**src/rtl/serial_adder_pkg.sv**
```systemverilog
// Shared definitions for the bit-serial adder: FSM state encoding and default width.
package serial_adder_pkg;

  typedef enum logic [1:0] {
    IDLE = 2'd0,
    RUN  = 2'd1,
    DONE = 2'd2
  } state_t;

  localparam int DEFAULT_WIDTH = 8;

endpackage

```
**src/rtl/full_adder.sv**
```systemverilog
// One-bit combinational full adder; the adding counterpart of the full_subtractor cell.
module full_adder (
  input  logic a,
  input  logic b,
  input  logic cin,
  output logic sum,
  output logic cout
);

  assign sum  = a ^ b ^ cin;
  assign cout = (a & b) | (cin & (a ^ b));

endmodule

```
**src/rtl/serial_adder.sv**
```systemverilog
// Bit-serial adder: consumes one operand bit pair per cycle, LSB first, through a
// single full_adder, and publishes sum/cout only when all WIDTH bits are done.
module serial_adder
  import serial_adder_pkg::*;
#(
  parameter int WIDTH = DEFAULT_WIDTH
) (
  input  logic             clk,
  input  logic             rst_n,
  input  logic             start,
  input  logic [WIDTH-1:0] a,
  input  logic [WIDTH-1:0] b,
  input  logic             cin,
  output logic             busy,
  output logic             done,
  output logic [WIDTH-1:0] sum,
  output logic             cout
);

  localparam int                CNT_W    = $clog2(WIDTH + 1);
  localparam logic [CNT_W-1:0]  LAST_BIT = CNT_W'(WIDTH - 1);

  state_t           r_state;
  logic [WIDTH-1:0] r_a;
  logic [WIDTH-1:0] r_b;
  logic [WIDTH-1:0] r_part;
  logic [WIDTH-1:0] r_sum;
  logic             r_carry;
  logic             r_cout;
  logic             r_busy;
  logic             r_done;
  logic [CNT_W-1:0] r_cnt;

  logic             w_sum_bit;
  logic             w_carry;
  logic [WIDTH-1:0] w_part_next;

  full_adder u_fa (
    .a    (r_a[0]),
    .b    (r_b[0]),
    .cin  (r_carry),
    .sum  (w_sum_bit),
    .cout (w_carry)
  );

  // New sum bits enter at the MSB so that after WIDTH shifts bit 0 sits at the LSB.
  assign w_part_next = {w_sum_bit, r_part[WIDTH-1:1]};

  always_ff @(posedge clk or negedge rst_n) begin
    if (!rst_n) begin
      r_state <= IDLE;
      r_a     <= '0;
      r_b     <= '0;
      r_part  <= '0;
      r_sum   <= '0;
      r_carry <= 1'b0;
      r_cout  <= 1'b0;
      r_busy  <= 1'b0;
      r_done  <= 1'b0;
      r_cnt   <= '0;
    end else begin
      case (r_state)
        IDLE: begin
          if (start) begin
            r_a     <= a;
            r_b     <= b;
            r_carry <= cin;
            r_part  <= '0;
            r_cnt   <= '0;
            r_busy  <= 1'b1;
            r_state <= RUN;
          end
        end
        RUN: begin
          r_a     <= r_a >> 1;
          r_b     <= r_b >> 1;
          r_carry <= w_carry;
          r_part  <= w_part_next;
          r_cnt   <= r_cnt + CNT_W'(1);
          if (r_cnt == LAST_BIT) begin
            r_sum   <= w_part_next;
            r_cout  <= w_carry;
            r_busy  <= 1'b0;
            r_done  <= 1'b1;
            r_state <= DONE;
          end
        end
        DONE: begin
          r_done  <= 1'b0;
          r_state <= IDLE;
        end
        default: begin
          r_busy  <= 1'b0;
          r_done  <= 1'b0;
          r_state <= IDLE;
        end
      endcase
    end
  end

  assign busy = r_busy;
  assign done = r_done;
  assign sum  = r_sum;
  assign cout = r_cout;

endmodule

```
**config.mk**
```make
export PLATFORM = sky130hd
export DESIGN_NAME = serial_adder
export DESIGN_NICKNAME = d
export VERILOG_FILES = /design/src/rtl/serial_adder_pkg.sv /design/src/rtl/full_adder.sv /design/src/rtl/serial_adder.sv
export SDC_FILE = /design/constraint.sdc
export NUM_CORES = 1
export LEC_CHECK = 0
export BUFFER_PORTS_ARGS = -buffer_cell sky130_fd_sc_hd__clkbuf_2
export CAP_MARGIN = 20
export CORE_ASPECT_RATIO = 2
export CORE_MARGIN = 2
export CORE_UTILIZATION = 38
export DETAILED_ROUTE_END_ITERATION = 8
export GPL_ROUTABILITY_DRIVEN = 0
export SYNTH_ARGS = -nofsm -noshare
export SYNTH_HDL_FRONTEND = slang
export SYNTH_SLANG_ARGS = --single-unit
```
**constraint.sdc**
```tcl
create_clock -name clk -period 2.4 [get_ports clk]
set_clock_uncertainty 0.2 [all_clocks]
set_input_delay 0.6 -clock clk [delete_from_list [all_inputs] [get_ports clk]]
set_output_delay 0.6 -clock clk [all_outputs]
set_load 0.01 [all_outputs]
```
==> results.txt <==
Clock Power Share: 17.9%
post-route non-filler standard cell count: 250
final setup margin: 0.599 ns
post-synthesis area per instance: 11.7 sq um
switching power: 841 uW
mux cell area share after synthesis: 8.22%
RR Endpoint: cout$_DFFE_PN0P_
count leader, synth: dfrtp_1
max-slew violations: 0
minimum clock period: 1.80 ns
ys flop type: dfrtp_1
max frequency: 555 MHz
IO Count: 31
first-pass GRT wire length: 6810 microns
Compound-Gate Fraction of Synth Area: 21.5%
largest net degree at the start of global routing: 42
Synth top cells by count: dfrtp_1, a21oi_1, nor2b_1, a22oi_1, o21ai_1
number of synthesized flops with an enable pin: 0
area of the core: 4820 sq um
Clock Latency Late Sink: 0.29 ns
post-synth cell types: 29
Vias per Instance: 5.47
CP Cell Sequence: ha_1 > and3b_1 > and2_4 > mux2_1
H-tree lvl count: 2
Crit-path slowest cell: dfrtp_1
DR vias: 1368
Setup Fix Bufs, Post-CTS: 0
register share of total power: 46.8%
final WL: 3930 microns
DRT iter0 DRCs: 41
largest family of logic cells by synthesized area: compound AO/OA/AOI/OAI gates
DRT antenna net count: 0
leakage: 0.00101 uW
Longest Clk Path Bufs: 2
RR Startpoint: r_cnt[1]$_DFFE_PN0P_
Worst Hold Class: in2async
synthesized net count: 182
Initial Util: 38.9%
CTS Hold Bufs: 0
period utilisation layout: 75.0%
initial antenna violation count: 0
GR Util All Layers: 16.5%
setup violators final: 0
Cell Area, Synth: 1870 sq um
grt total ovfl: 0
outcome: finished, final reports clean
WP data required: 2.37 ns
setup_tns: 0 ns
XOR/XNOR Fraction of Synth Area: 0%
CTS Buf Count: 5
Post-Place Setup Slack: 0.551 ns
Post-Synth Adder-Cell Area: 1.74%
Worst EP arrival: 1.77 ns
flops & latches, synth: 41
die extent in y: 103 microns
Combinational Power Share: 35.3%
maximum VDD drop: 0.000549 V
CTS tree: built
Slew HR: 65.1%
wire per inst: 15.7 microns
P per Cell Area: 1140 nW/um^2
vias in the first global route: 1469
row count: 36
Area contributors post-synth: dfrtp_1, mux2_4, a22oi_1, nor2b_1, a21oi_1
delay of the slowest critical-path stage: 0.41 ns
instance count of the mapped netlist: 160
Synth warnings: 0
top cell type by total area after synthesis: dfrtp_1
clk sinks: 41
drt drc: 0
worst reg-to-reg setup slack: 0.60 ns
switch share: 34.5%
Hold Vio Cnt, Final: 0
Reg clk slew, reported paths: 0.08 ns
layout cells sized above 1: 28.5%
R2R cell count: 4
startpoint types: flop
die width: 53.6 microns
register area share after synthesis: 54.8%
nets@finish: 214
Slew @ Worst Pin: 0.524 ns
CP Max Fanout: 11
DIE AREA: 5540 sq um
placed instance count: 242
Synth top area share: 54.8%
Layout Area Growth over Synthesis: 14.6%
Async SR Flop Fraction: 100%
dpl hpwl: 2650 microns
Port Buffers: 30
antenna diode count: 0
simple logic cell fraction of the synthesized area: 8.75%
root buffer cell: clkbuf_8
RSZ-0062 raised after global routing: false
max-cap check violation count: 0
Crit Path Class: reg2reg
drt first pass iters: 4
post-CTS resize count: 0
Power Internal: 1600 uW
Crit. End Element: flop
## flip-flops by register name, summed over array words and instances, names as in the netlist
name	flops
busy	1
r_part	7
r_a	8
sum	8
done	1
r_carry	1
r_b	8
r_state	2
r_cnt	4
cout	1
## kinds of logic after synthesis
logic type	Yosys count
buf+inv	15
compound gates	64
flops	41
fa+ha+maj	2
mux	11
simple gates	27
## worst max path at each step
stage                               from            endpoint  slack [ns]  cells after the start
finish              r_cnt[1]$_DFFE_PN0P_    cout$_DFFE_PN0P_        0.60                      4
CTS                 r_cnt[0]$_DFFE_PN0P_    cout$_DFFE_PN0P_        0.58                      4
global route        r_cnt[0]$_DFFE_PN0P_    cout$_DFFE_PN0P_        0.54                      4
global placement                   start  r_b[7]$_DFFE_PN0P_        0.62                      5
floorplan           r_cnt[0]$_DFFE_PN0P_  sum[0]$_DFFE_PN0P_        0.70                      5
detailed placement                 start  r_a[3]$_DFFE_PN0P_        0.55                      5
## power groups by stage
stage          registers (uW)  logic (uW)  clock network (uW)
2_1_floorplan            1140         623                   0
3_5_place_dp             1150         871                   0
5_1_grt                  1170         961                 490
3_3_place_gp             1140         838                   0
6_report                 1140         860                 437
4_1_cts                  1140         879                 451
## critical path: cells and delay by family, from the launching register on
family                     cells  cell delay, ns
muxes                          1            0.35
adders and majority gates      1            0.20
and+or+nand+nor                2            0.53
DFF                            1            0.41
## per-layer routing
layer / vias to the layer above / track usage, % / share of wire, %
li1: 637 / - / -
met1: 686 / 19.6 / 42
met2: 38 / 28.1 / 53
met3: 7 / 3.88 / 3.7
met4: 0 / 6.51 / 1.8
met5: - / 0 / 0
## cell type report
type                    instances  area [sq um]
clock inverters                 2          10.0
inverters                       3          11.3
multi-input cells             104           753
fillers                       461          2670
clock buffers                   6          72.6
well taps                      57          71.3
flip-flops and latches         41          1030
repair buffers                 37           203
## layout by cell type (no fill, tap or decap), types with 3 or more instances in the layout
cell type	synthesis	final
clkbuf_8	0	5
dfrtp_1	41	41
o21ai_1	10	10
a22oi_1	15	15
o21ai_0	7	7
clkbuf_2	0	30
mux2_4	8	8
buf_4	0	7
a22o_1	9	9
inv_1	3	3
a21oi_1	19	19
nor2b_1	18	18
## through the flow
stage	util, %	power [uW]	area [sq um]	hold slack, ns
global route	44.5	2620	2150	0.204
floorplan	-	1760	1870	0.104
detailed placement	42.8	2020	2060	0.279
CTS	44.5	2470	2150	0.183
finish	44.5	2440	2150	0.167
global placement	42.8	1970	2060	0.265
Note: power is estimated with default switching activity, not from simulation.
